--- config.mk ---
export PLATFORM = sky130hd
export DESIGN_NAME = segre_mem_stage
export DESIGN_NICKNAME = d
export VERILOG_FILES = /design/src/rtl/segre_mem_stage.sv
export SDC_FILE = /design/constraint.sdc
export NUM_CORES = 1
export LEC_CHECK = 0
export BUFFER_PORTS_ARGS = -buffer_cell sky130_fd_sc_hd__buf_2
export CAP_MARGIN = 10
export CORE_ASPECT_RATIO = 0.75
export CORE_MARGIN = 4
export CORE_UTILIZATION = 48
export CTS_CLUSTER_SIZE = 28
export DETAILED_ROUTE_END_ITERATION = 8
export PLACE_DENSITY = 0.78
export SYNTH_ARGS = -nofsm -noshare
export SYNTH_HDL_FRONTEND = slang
export SYNTH_SLANG_ARGS = --single-unit
export TNS_END_PERCENT = 10
--- constraint.sdc ---
create_clock -name clk_i -period 3.1 [get_ports clk_i]
set_input_delay 0.31 -clock clk_i [delete_from_list [all_inputs] [get_ports clk_i]]
set_output_delay 0.31 -clock clk_i [all_outputs]
set_load 0.02 [all_outputs]
--- src/rtl/segre_mem_stage.sv ---
// -----------------------------------------------------------------------------
// segre_mem_stage
//
// Memory stage of the Segre in-order pipeline. This stage sits directly after
// execute and holds the EX/MEM and MEM/WB decoupling registers. Each load or
// store performs exactly one data-memory access through a req/rsp handshake.
// While that access is outstanding, EX and every earlier stage are stalled.
// The stage also does byte-lane alignment, byte-enable generation and load
// sign/zero extension.
//
// Optional feature macro: SEGRE_MEM_MISALIGN_EN
//   defined   : a misaligned access (HALF with off[0]=1, or WORD with off!=0)
//               issues no request. It retires as valid_mem_o=1, rf_we_o=0,
//               misalign_o=1.
//   undefined : misalign_o is tied to 0 and the access is aligned down.
//
// Ports
//   clk_i, rsn_i          clock (rising edge), async active-low reset
//   valid_ex_i ...        EX stage instruction fields (alu result / address,
//                         rf write enable + index, store data, memop control,
//                         end-of-test marker)
//   stall_o               holds EX and all earlier stages
//   dmem_req_o/we_o/addr_o/be_o/wdata_o   data-memory request (one cycle)
//   dmem_rsp_valid_i/rdata_i              data-memory response / store ack
//   valid_mem_o, rf_we_o, rf_waddr_o, rf_wdata_o, finish_test_o
//                         MEM/WB register towards write-back
//   misalign_o            misaligned access flag
// -----------------------------------------------------------------------------
module segre_mem_stage #(
   parameter int WORD_SIZE = 32,
   parameter int ADDR_SIZE = 32,
   parameter int REG_SIZE  = 5
) (
   input  logic                 clk_i,
   input  logic                 rsn_i,
   input  logic                 valid_ex_i,
   input  logic [WORD_SIZE-1:0] alu_res_i,
   input  logic                 rf_we_i,
   input  logic [REG_SIZE-1:0]  rf_waddr_i,
   input  logic [WORD_SIZE-1:0] rf_st_data_i,
   input  logic [1:0]           memop_type_i,
   input  logic                 memop_rd_i,
   input  logic                 memop_wr_i,
   input  logic                 memop_sign_ext_i,
   input  logic                 finish_test_i,
   output logic                 stall_o,
   output logic                 dmem_req_o,
   output logic                 dmem_we_o,
   output logic [ADDR_SIZE-1:0] dmem_addr_o,
   output logic [3:0]           dmem_be_o,
   output logic [WORD_SIZE-1:0] dmem_wdata_o,
   input  logic                 dmem_rsp_valid_i,
   input  logic [WORD_SIZE-1:0] dmem_rdata_i,
   output logic                 valid_mem_o,
   output logic                 rf_we_o,
   output logic [REG_SIZE-1:0]  rf_waddr_o,
   output logic [WORD_SIZE-1:0] rf_wdata_o,
   output logic                 finish_test_o,
   output logic                 misalign_o
);

   typedef enum logic [1:0] {
      BYTE = 2'd0,
      HALF = 2'd1,
      WORD = 2'd2
   } memop_data_type_e;

   typedef enum logic {
      IDLE = 1'b0,
      WAIT = 1'b1
   } mem_state_e;

   // Shift the addressed lane down to bit 0, then sign- or zero-extend it to
   // the size of the access.
   function automatic logic [WORD_SIZE-1:0] load_extend(
      input logic [WORD_SIZE-1:0] rdata,
      input logic [1:0]           off,
      input memop_data_type_e     dtype,
      input logic                 sext
   );
      logic [WORD_SIZE-1:0] sh;
      logic signed [7:0]    b_s;
      logic signed [15:0]   h_s;
      logic [WORD_SIZE-1:0] res;
      sh  = rdata;
      res = rdata;
      case (dtype)
         BYTE: begin
            sh  = rdata >> {off, 3'b000};
            b_s = $signed(sh[7:0]);
            res = sext ? WORD_SIZE'(b_s) : {{(WORD_SIZE-8){1'b0}}, sh[7:0]};
         end
         HALF: begin
            sh  = rdata >> {off[1], 4'b0000};
            h_s = $signed(sh[15:0]);
            res = sext ? WORD_SIZE'(h_s) : {{(WORD_SIZE-16){1'b0}}, sh[15:0]};
         end
         default: res = rdata;
      endcase
      return res;
   endfunction

   // EX/MEM register contents
   logic                 vld_p0;
   logic                 rd_p0;
   logic                 wr_p0;
   logic                 rf_we_p0;
   logic                 fin_p0;
   logic [WORD_SIZE-1:0] alu_res_p0;
   logic [REG_SIZE-1:0]  waddr_p0;
   logic [WORD_SIZE-1:0] st_data_p0;
   memop_data_type_e     type_p0;
   logic                 sext_p0;

   mem_state_e           state;
   logic                 memop_p0;
   logic                 mis_p0;
   logic                 access_p0;
   logic                 rsp_done;
   logic [1:0]           off;
   logic [WORD_SIZE-1:0] wb_data;

   // ---- EX/MEM boundary -----------------------------------------------------
   always_ff @(posedge clk_i or negedge rsn_i) begin
      if (!rsn_i) begin
         vld_p0   <= 1'b0;
         rd_p0    <= 1'b0;
         wr_p0    <= 1'b0;
         rf_we_p0 <= 1'b0;
         fin_p0   <= 1'b0;
      end else if (!stall_o) begin
         vld_p0   <= valid_ex_i;
         rd_p0    <= memop_rd_i;
         wr_p0    <= memop_wr_i;
         rf_we_p0 <= rf_we_i;
         fin_p0   <= finish_test_i;
      end
   end

   always_ff @(posedge clk_i) begin
      if (!stall_o) begin
         alu_res_p0 <= alu_res_i;
         waddr_p0   <= rf_waddr_i;
         st_data_p0 <= rf_st_data_i;
         type_p0    <= memop_data_type_e'(memop_type_i);
         sext_p0    <= memop_sign_ext_i;
      end
   end

   assign off      = alu_res_p0[1:0];
   assign memop_p0 = vld_p0 & (rd_p0 | wr_p0);

`ifdef SEGRE_MEM_MISALIGN_EN
   assign mis_p0 = memop_p0 &
                   (((type_p0 == HALF) & off[0]) | ((type_p0 == WORD) & (off != 2'b00)));
`else
   assign mis_p0 = 1'b0;
`endif

   // A misaligned memop never reaches memory. It retires like an ALU op.
   assign access_p0 = memop_p0 & ~mis_p0;
   assign rsp_done  = (state == WAIT) & dmem_rsp_valid_i;

   // Combinational stall. It releases in the response cycle, so the next
   // instruction enters EX/MEM on the same edge that retires this access.
   assign stall_o = access_p0 & ~rsp_done;

   always_ff @(posedge clk_i or negedge rsn_i) begin
      if (!rsn_i) begin
         state <= IDLE;
      end else begin
         case (state)
            IDLE:    if (access_p0) state <= WAIT;
            WAIT:    if (dmem_rsp_valid_i) state <= IDLE;
            default: state <= IDLE;
         endcase
      end
   end

   // Request side. The request is only qualified by dmem_req_o; all other
   // fields simply follow the EX/MEM register.
   assign dmem_req_o  = (state == IDLE) & access_p0;
   assign dmem_we_o   = wr_p0;
   assign dmem_addr_o = {alu_res_p0[ADDR_SIZE-1:2], 2'b00};

   always_comb begin
      dmem_be_o    = 4'b1111;
      dmem_wdata_o = st_data_p0;
      case (type_p0)
         BYTE: begin
            dmem_be_o    = 4'b0001 << off;
            dmem_wdata_o = {(WORD_SIZE/8){st_data_p0[7:0]}};
         end
         HALF: begin
            dmem_be_o    = 4'b0011 << {off[1], 1'b0};
            dmem_wdata_o = {(WORD_SIZE/16){st_data_p0[15:0]}};
         end
         default: begin
            dmem_be_o    = 4'b1111;
            dmem_wdata_o = st_data_p0;
         end
      endcase
   end

   assign wb_data = rd_p0 ? load_extend(dmem_rdata_i, off, type_p0, sext_p0) : alu_res_p0;

   // ---- MEM/WB boundary -----------------------------------------------------
   always_ff @(posedge clk_i or negedge rsn_i) begin
      if (!rsn_i) begin
         valid_mem_o   <= 1'b0;
         rf_we_o       <= 1'b0;
         finish_test_o <= 1'b0;
         misalign_o    <= 1'b0;
      end else if (stall_o) begin
         valid_mem_o   <= 1'b0;
         rf_we_o       <= 1'b0;
         finish_test_o <= 1'b0;
         misalign_o    <= 1'b0;
      end else begin
         valid_mem_o   <= vld_p0;
         rf_we_o       <= vld_p0 & rf_we_p0 & ~mis_p0;
         finish_test_o <= fin_p0;
         misalign_o    <= mis_p0;
      end
   end

   always_ff @(posedge clk_i) begin
      if (!stall_o) begin
         rf_waddr_o <= waddr_p0;
         rf_wdata_o <= wb_data;
      end
   end

endmodule

; Word level (Yosys, flattened, before mapping)
; Cells that the tools add are included.
[op_classes]
bitwise_logic = 8
add_sub_neg = 0
mul = 0
shift = 4
muxes = 12
div_mod_pow = 0
eq_ne = 1
n_lt_le_gt_ge = 0
reduce_logical = 1
[op_table]
columns = op, n
row1 = one-hot mux 32 bit (2 select lines), 2
row2 = two-way mux 32 bit, 3
row3 = >> shifter 32 x 5 -> 16 bit, 1
row4 = >> shifter 32 x 5 -> 8 bit, 1
row5 = one-hot mux 4 bit (2 select lines), 1
row6 = AND 1 bit, 5
row7 = two-way mux 1 bit, 5
row8 = << shifter 1 x 2 -> 4 bit (first input constant), 1
row9 = << shifter 2 x 2 -> 4 bit (first input constant), 1
row10 = equality test 2 x 1 -> 1 bit (second input constant), 1
row11 = logical NOT 2 bit, 1
row12 = NOT 1 bit, 2
row13 = one-hot mux 1 bit (2 select lines), 1
row14 = bitwise OR 1 bit, 1
[totals]
input_bits = 112
reg_bits = 118
latchBits = 0
wordCells = 42
ram_bits = 0
mem_count = 0
mem_bits_ro = 0
output_inout_bits = 112

; Depth between registers and ports, before layout
; Gate-level depths: netlist of the first run.
[logic_depth]
ltp_word = 4
depth_mapped = 6
ltp_nobuf = 4

; Worst setup path before layout of the first run
; No wires, ideal clock.
[synth_path]
path_type = register to output
from = register rd_p0
to = output stall_o
setup_slack_ns = 0.185
t_required_ns = 2.790
stages_incl_launch_ff = 6
arrival_time_ns = 2.605
path_buffers = 2
cell_sequence = dfrtp_1 buf_2 o21ai_0 a21o_1 buf_2 inv_1
[synth_between]
elab_chain_len = 3
[synth_rtl]
columns = element, line_no
row1 = start: declaration, 105  ; logic rd_p0;
row2 = start signal: assignment, 133  ; rd_p0 <= memop_rd_i;
row3 = bitwise OR 1 bit, 151  ; assign memop_p0 = vld_p0 & (rd_p0 | wr_p0);
row4 = AND 1 bit, 151
row5 = AND 1 bit, 166  ; assign stall_o = access_p0 & ~rsp_done;
row6 = end: declaration, 46  ; output logic stall_o,
; No other way between the ends.

; Final worst setup path of the first run
[layout_path]
from = register type_p0[1]
to = output dmem_wdata_o[11]
[layout_between]
elab_chain_len = 2
word_cells_on_any_way = 3
cone_classes = eq/ne (1) / mux (1) / reduce/logical (1)
[layout_rtl]
columns = element, line_no
row1 = start: declaration, 112  ; memop_data_type_e type_p0;
row2 = start signal: assignment, 145  ; type_p0 <= memop_data_type_e'(memop_type_i);
row3 = equality test 2 x 1 -> 1 bit or logical NOT 2 bit (tied branches), 189  ; case (type_p0)
row4 = one-hot mux 32 bit (2 select lines) *, 189
row5 = end: declaration, 51  ; output logic [WORD_SIZE-1:0] dmem_wdata_o,
; Mark *: on every way between the ends. The rest lies on a longest branch, timed or not.

==> results.sh, run 1 <==
export IMPL_outcome="finished clean"
export IMPL_critical_path_required_ns=2.79
export IMPL_synthMuxAreaShare_pct=8.16
export IMPL_setup_violations=0
export IMPL_wire_per_inst_um=20.1
export IMPL_dpl_hpwl_mm=10.2
export IMPL_row_count=32
export IMPL_yosysWarnings=0
export IMPL_clk_pin_slew_ns=0.06
export IMPL_synth_seq_cells=118
export IMPL_fillers=803
export IMPL_synth_top_cell_area_share_pct=63.0
export IMPL_yosys_area_top_type="edfxtp_1"
export IMPL_cts_tree="done"
export IMPL_crit_family="flip-flops"
export IMPL_crit_chain="nor2_2 -> mux2_2 -> buf_2"
export IMPL_fin_area_um2=6720
export IMPL_gr_total_overflow=0
export IMPL_grt_first_pass_wirelength_mm=20.8
export IMPL_maxSlewViolCount=0
export IMPL_hold_ws_ns=0.0673
export IMPL_async_reset_ff_share_pct=7.63
export IMPL_synthFlopType="edfxtp_1"
export IMPL_antenna_found_initial=1
export IMPL_synth_seq_area_share_pct=67.3
export IMPL_fp_dieH_um=98.1
export IMPL_clkSinkCount=118
export IMPL_power_density_nw_per_um2=1170
export IMPL_avgSynthCellArea_um2=15.1
export IMPL_ctsResizeCount=0
export IMPL_drive_above_1_share_pct=55.8
export IMPL_first_global_vias=3824
export IMPL_worstPathArrival_ns=2.26
export IMPL_final_setup_worst_slack_ns=0.533
export IMPL_fmax_mhz=390
export IMPL_clk_latency_ns=0.41
export IMPL_via_count=3697
export IMPL_power_mw=7.89
export IMPL_endpoint_kind="output port"
export IMPL_synth_edf_count=109
export IMPL_cp_max_fo=24
export IMPL_post_route_drc_count=0
export IMPL_routabilityCongestion=0.849
export IMPL_period_minus_slack_ns=2.57
export IMPL_cp_slowest_stage_delay_ns=0.71
export IMPL_dpl_cell_area_um2=6140
export IMPL_core_area_um2=10400
export IMPL_finalHoldViolCount=0
export IMPL_syn_cell_area_um2=5190
export IMPL_relSlewSlack_pct=42.1
export IMPL_cp_start_kind="register"
export IMPL_drtIter0Drc=228
export IMPL_utilization_pct=64.5
export IMPL_clockBufferDepth=2
export IMPL_synthXorXnorAreaFrac_pct=0
export IMPL_io_buffers=220
export IMPL_place_inst=650
export IMPL_worstSetupPathType="register to output port"
export IMPL_synth_most_common_cell="edfxtp_1"
export IMPL_post_route_period_util_pct=82.8
export IMPL_diodes=0
export IMPL_grt_usage_pct=22.3
export IMPL_area_delta_synth_final_pct=29.3
export IMPL_skew_ns=0.0124
export IMPL_fin_cells=683
export IMPL_synth_compound_area_share_pct=11.3
export IMPL_drv_cap=0
export IMPL_num_io_pins=224
export IMPL_tightest_slew_ns=0.867
export IMPL_yosys_area_share_simple_pct=4.99
export IMPL_min_path_type="primary input to register"
export IMPL_place_ws_ns=0.864
export IMPL_crit_slowest_cell="edfxtp_1"
export IMPL_cts_root_buf="clkbuf_16"
export IMPL_nets=646
export IMPL_drtAntennaViolNets=0
export IMPL_initial_core_util_pct=49.9
export IMPL_rsz0062_at_grt="no"
export IMPL_routed_wirelength_mm=13.7
export IMPL_setup_tns_ns=0
export IMPL_die_x_um=128
export IMPL_crit_buf_inv=1
export IMPL_r2r_slack_ns=0.87
export IMPL_synth_fa_ha_area_share_pct=0
export IMPL_peakVddDrop_mv=0.667
export IMPL_dieArea_um2=12600
export IMPL_synth_cell_types=43
export IMPL_synth_top_family_by_area="compound AO/OA/AOI/OAI gates"
export IMPL_h_tree_depth=4
export IMPL_firstDrtPassIters=6
export IMPL_p_leak_nw=2.90
export IMPL_synth_cells=344
export IMPL_cts_buffers=17
export IMPL_grt_max_degree=40
export IMPL_netlist_top_cells_area="edfxtp_1, buf_4, mux2_2"
export IMPL_viasPerCell=5.41
export IMPL_yosys_top_cells_count="edfxtp_1, buf_4, mux2_2, nand2_1"
-- cell type report --
| cell class | count | area [um2] | share of cell area, % |
|---|---|---|---|
| Timing Repair Buffer | 228 | 1180 | 17.5 |
| Sequential cell | 118 | 3500 | 52.1 |
| Inverter | 5 | 18.8 | 0.279 |
| Clock buffer | 19 | 443 | 6.59 |
| Tap cell | 136 | 170 | 2.53 |
| Multi-Input combinational cell | 164 | 1290 | 19.2 |
| Clock inverter | 13 | 125 | 1.86 |
-- layout by cell type (no fill, tap or decap), types with 3 or more instances in the layout --
cell type,count
dfrtp_1,9
edfxtp_1,109
a222oi_1,5
buf_4,6
buf_2,220
a21oi_1,13
a221o_2,7
clkinv_4,3
o22ai_1,8
o21ai_0,13
a221o_1,7
mux2_2,27
mux2i_1,12
clkinvlp_4,5
inv_6,3
inv_1,4
a211o_2,3
and3_1,4
a22o_1,6
nand2_1,20
clkbuf_16,17
nor2_1,7
conb_1,3
nor2b_1,3
-- power by group --
part           internal (mW)  total, mW  switching [mW]
clock network           1.13       1.85           0.719
logic                   1.05       3.03            1.98
registers               2.65       3.01           0.358
-- state kept, by name (all words and copies together) (netlist names), 2 cells and up --
register    cells
st_data_p0     32
type_p0         2
alu_res_p0     32
rf_wdata_o     32
waddr_p0        5
rf_waddr_o      5
-- layer usage --
metal  wire length, um  global-route usage, %
met2              6520                   34.1
met5                 7                      0
met3              1470                   9.90
met4               259                   7.18
met1              5460                   28.5
-- worst register-to-register path, cell delays in order (launching register included) --
cell	delay (ns)
edfxtp_1	0.85
nor2b_1	0.32
a22o_1	0.26
a222oi_1	0.41
a21oi_1	0.14
-- worst paths after layout --
| kind | startpoint | end | depth (start not counted) |
|---|---|---|---|
| max reg2reg | type_p0[1]$_DFFE_PN_ | rf_wdata_o[3]$_DFFE_PN_ | 4 |
| max in group asynchronous | rsn_i | rd_p0$_DFFE_PN0N_ | 2 |
| min reg2reg | waddr_p0[1]$_DFFE_PN_ | rf_waddr_o[1]$_DFFE_PN_ | 0 |
| min | rf_st_data_i[16] | st_data_p0[16]$_DFFE_PN_ | 1 |
| max | type_p0[1]$_DFFE_PN_ | dmem_wdata_o[11] | 3 |
| min in group asynchronous | rsn_i | vld_p0$_DFFE_PN0N_ | 2 |
-- cell families after synthesis --
kind of cell	Yosys count
buffers and inverters	64
other	1
multiplexers	39
AND/OR/NAND/NOR	48
AO/OA/AOI/OAI	74
flip-flops	118
-- timing repair --
item | in CTS | in global routing
endpoints found under the hold margin | 9 | 0
hold buffers | 1 | 0
setup buffers | 0 | 0
(Power assumes the default switching activity.)
==> inputs of run 2 (changes only) <==
- ABC_AREA: not set -> 1
- CORE_UTILIZATION: 48 -> 43
- PLACE_DENSITY: 0.78 -> 0.73
- clock period: 3.1 -> 2.2 ns (I/O delays scaled with it)
==> results.sh, run 2 <==
export IMPL_fin_area_um2=7600
export IMPL_cp_max_fo=16
export IMPL_synth_edf_count=109
export IMPL_maxSlewViolCount=0
export IMPL_final_common_cell="buf_2"
export IMPL_reg_top3="alu_res_p0 x32, rf_wdata_o x32, st_data_p0 x32"
export IMPL_io_buffers=220
export IMPL_grt_first_pass_wirelength_mm=24.3
export IMPL_viasPerCell=4.89
export IMPL_routed_wirelength_mm=15.7
export IMPL_row_count=34
export IMPL_fmax_mhz=479
export IMPL_finalHoldViolCount=0
export IMPL_clk_latency_ns=0.41
export IMPL_endpoint_kind="output port"
export IMPL_antenna_found_initial=1
export IMPL_critical_path_required_ns=1.98
export IMPL_place_inst=820
export IMPL_firstDrtPassIters=5
export IMPL_min_path_type="primary input to register"
export IMPL_diodes=0
export IMPL_drive_above_1_share_pct=38.0
export IMPL_post_route_period_util_pct=94.9
export IMPL_crit_slowest_cell="edfxtp_1"
export IMPL_period_minus_slack_ns=2.09
export IMPL_cp_start_kind="register"
export IMPL_netlist_top_cells_area="edfxtp_1, nand2_1, buf_4"
export IMPL_synth_most_common_cell="nand2_1"
export IMPL_via_count=4529
export IMPL_crit_chain="buf_4 -> nor2_2 -> buf_4 -> nand2_1 -> o21ai_0 -> buf_2"
export IMPL_yosys_top_cells_count="nand2_1, edfxtp_1, a21oi_1, buf_4, inv_1"
export IMPL_post_route_drc_count=0
export IMPL_gr_total_overflow=0
export IMPL_clkSinkCount=118
export IMPL_drtAntennaViolNets=0
export IMPL_async_reset_ff_share_pct=7.63
export IMPL_cts_root_buf="clkbuf_16"
export IMPL_synth_seq_area_share_pct=66.4
export IMPL_synthFlopType="edfxtp_1"
export IMPL_dpl_hpwl_mm=11.1
export IMPL_rsz0062_at_grt="no"
export IMPL_tightest_slew_ns=0.510
export IMPL_cts_tree="done"
export IMPL_synth_cell_types=26
export IMPL_skew_ns=0.00894
export IMPL_cts_buffers=17
export IMPL_drtIter0Drc=333
export IMPL_clockBufferDepth=2
export IMPL_p_leak_nw=3.53
export IMPL_power_density_nw_per_um2=1480
export IMPL_synth_top_cell_area_share_pct=62.1
export IMPL_drv_cap=0
export IMPL_cp_slowest_stage_delay_ns=0.47
export IMPL_setup_violations=0
export IMPL_relSlewSlack_pct=66.0
export IMPL_synth_seq_cells=118
export IMPL_setup_tns_ns=0
export IMPL_dieArea_um2=14100
export IMPL_fin_cells=926
export IMPL_h_tree_depth=4
export IMPL_avgSynthCellArea_um2=10.9
export IMPL_worstSetupPathType="register to output port"
export IMPL_peakVddDrop_mv=0.731
export IMPL_initial_core_util_pct=44.7
export IMPL_area_delta_synth_final_pct=44.3
export IMPL_ctsResizeCount=0
export IMPL_mostFrequentLayoutCells="buf_2, nand2_1, edfxtp_1"
export IMPL_yosys_area_top_type="edfxtp_1"
export IMPL_num_io_pins=224
export IMPL_wire_per_inst_um=16.9
export IMPL_fp_dieH_um=104
export IMPL_first_global_vias=4737
export IMPL_post_cts_buffers=0
export IMPL_grt_max_degree=55
export IMPL_synth_cells=484
export IMPL_syn_cell_area_um2=5270
export IMPL_dpl_cell_area_um2=6290
export IMPL_crit_path_frequent_cell="buf_4"
export IMPL_routabilityCongestion=0.824
export IMPL_clk_pin_slew_ns=0.06
export IMPL_nets=863
export IMPL_yosysWarnings=0
export IMPL_grt_usage_pct=22.3
export IMPL_worstPathArrival_ns=1.87
export IMPL_core_area_um2=11800
export IMPL_die_x_um=136
export IMPL_outcome="finished clean"
-- run 2: repair_timing --
action                                  in CTS  in global routing
hold buffers                                74                  0
hold endpoints to repair                    82                  0
endpoints found under the setup margin       0                  0
-- run 2: critical path: cells and delay by family (launching register included) --
family | cells | cell delay, ns
AO/OA/AOI/OAI | 1 | 0.11
buffers and inverters | 3 | 0.66
flip-flops | 1 | 0.47
AND/OR/NAND/NOR | 2 | 0.22
-- run 2: power breakdown --
group          switching, mW  internal (mW)  leakage (nW)
sequential             0.377           3.70          1.21
combinational           3.14           1.39          2.04
clock                   1.16           1.51         0.282
total                   4.67           6.60          3.53
-- run 2: path summary, 6_finish.rpt --
kind / from / end / slack [ns] / depth (start not counted)
max: type_p0[1]$_DFFE_PN_ / dmem_wdata_o[13] / 0.11 / 6
min: rf_we_i / rf_we_p0$_DFFE_PN0N_ / 0.02 / 3
max reg2reg: type_p0[1]$_DFFE_PN_ / rf_wdata_o[16]$_DFFE_PN_ / 0.25 / 7
min reg2reg: waddr_p0[2]$_DFFE_PN_ / rf_waddr_o[2]$_DFFE_PN_ / 0.42 / 0
max in group asynchronous: rsn_i / vld_p0$_DFFE_PN0N_ / 1.82 / 2
min in group asynchronous: rsn_i / dmem_we_o$_DFFE_PN0N_ / 0.19 / 2
-- run 2: kinds of logic (layout without fill, tap and decap cells) --
logic type	Yosys count	after routing	share of synthesized area, %
AND/OR/NAND/NOR	178	178	13.6
AO/OA/AOI/OAI	93	93	10.0
buffers and inverters	94	372	9.95
flip-flops	118	118	66.4
other	1	3	0.0712
-- run 2: final cells by class --
cell class                      count  area (um2)
Multi-Input combinational cell    274        1260
Clock buffer                       17         425
Sequential cell                   118        3500
Fill cell                         952        4180
Timing Repair Buffer              306        1940
Inverter                           34         130
Clock inverter                     15         145
Tap cell                          162         203
-- run 2: per-stage QoR --
stage | total power [mW] | setup slack, ns | hold slack [ns] | utilization (%)
2_1_floorplan | 7.18 | 0.0385 | -0.0756 | -
3_3_place_gp | 8.43 | 0.434 | 0.0758 | 53.4
3_5_place_dp | 8.54 | 0.290 | 0.0803 | 53.4
4_1_cts | 11.3 | 0.136 | 0.00493 | 64.5
5_1_grt | 11.9 | 0.0297 | 0.0221 | 64.5
6_report | 11.3 | 0.112 | 0.0196 | 64.5
-- run 2: metal layers --
metal	routed length [um]	vias to the layer above	track usage (%)
li1	-	2135	-
met1	6150	2136	26.5
met2	7760	226	37.4
met3	1400	30	7.54
met4	376	2	8.13
met5	7	-	0
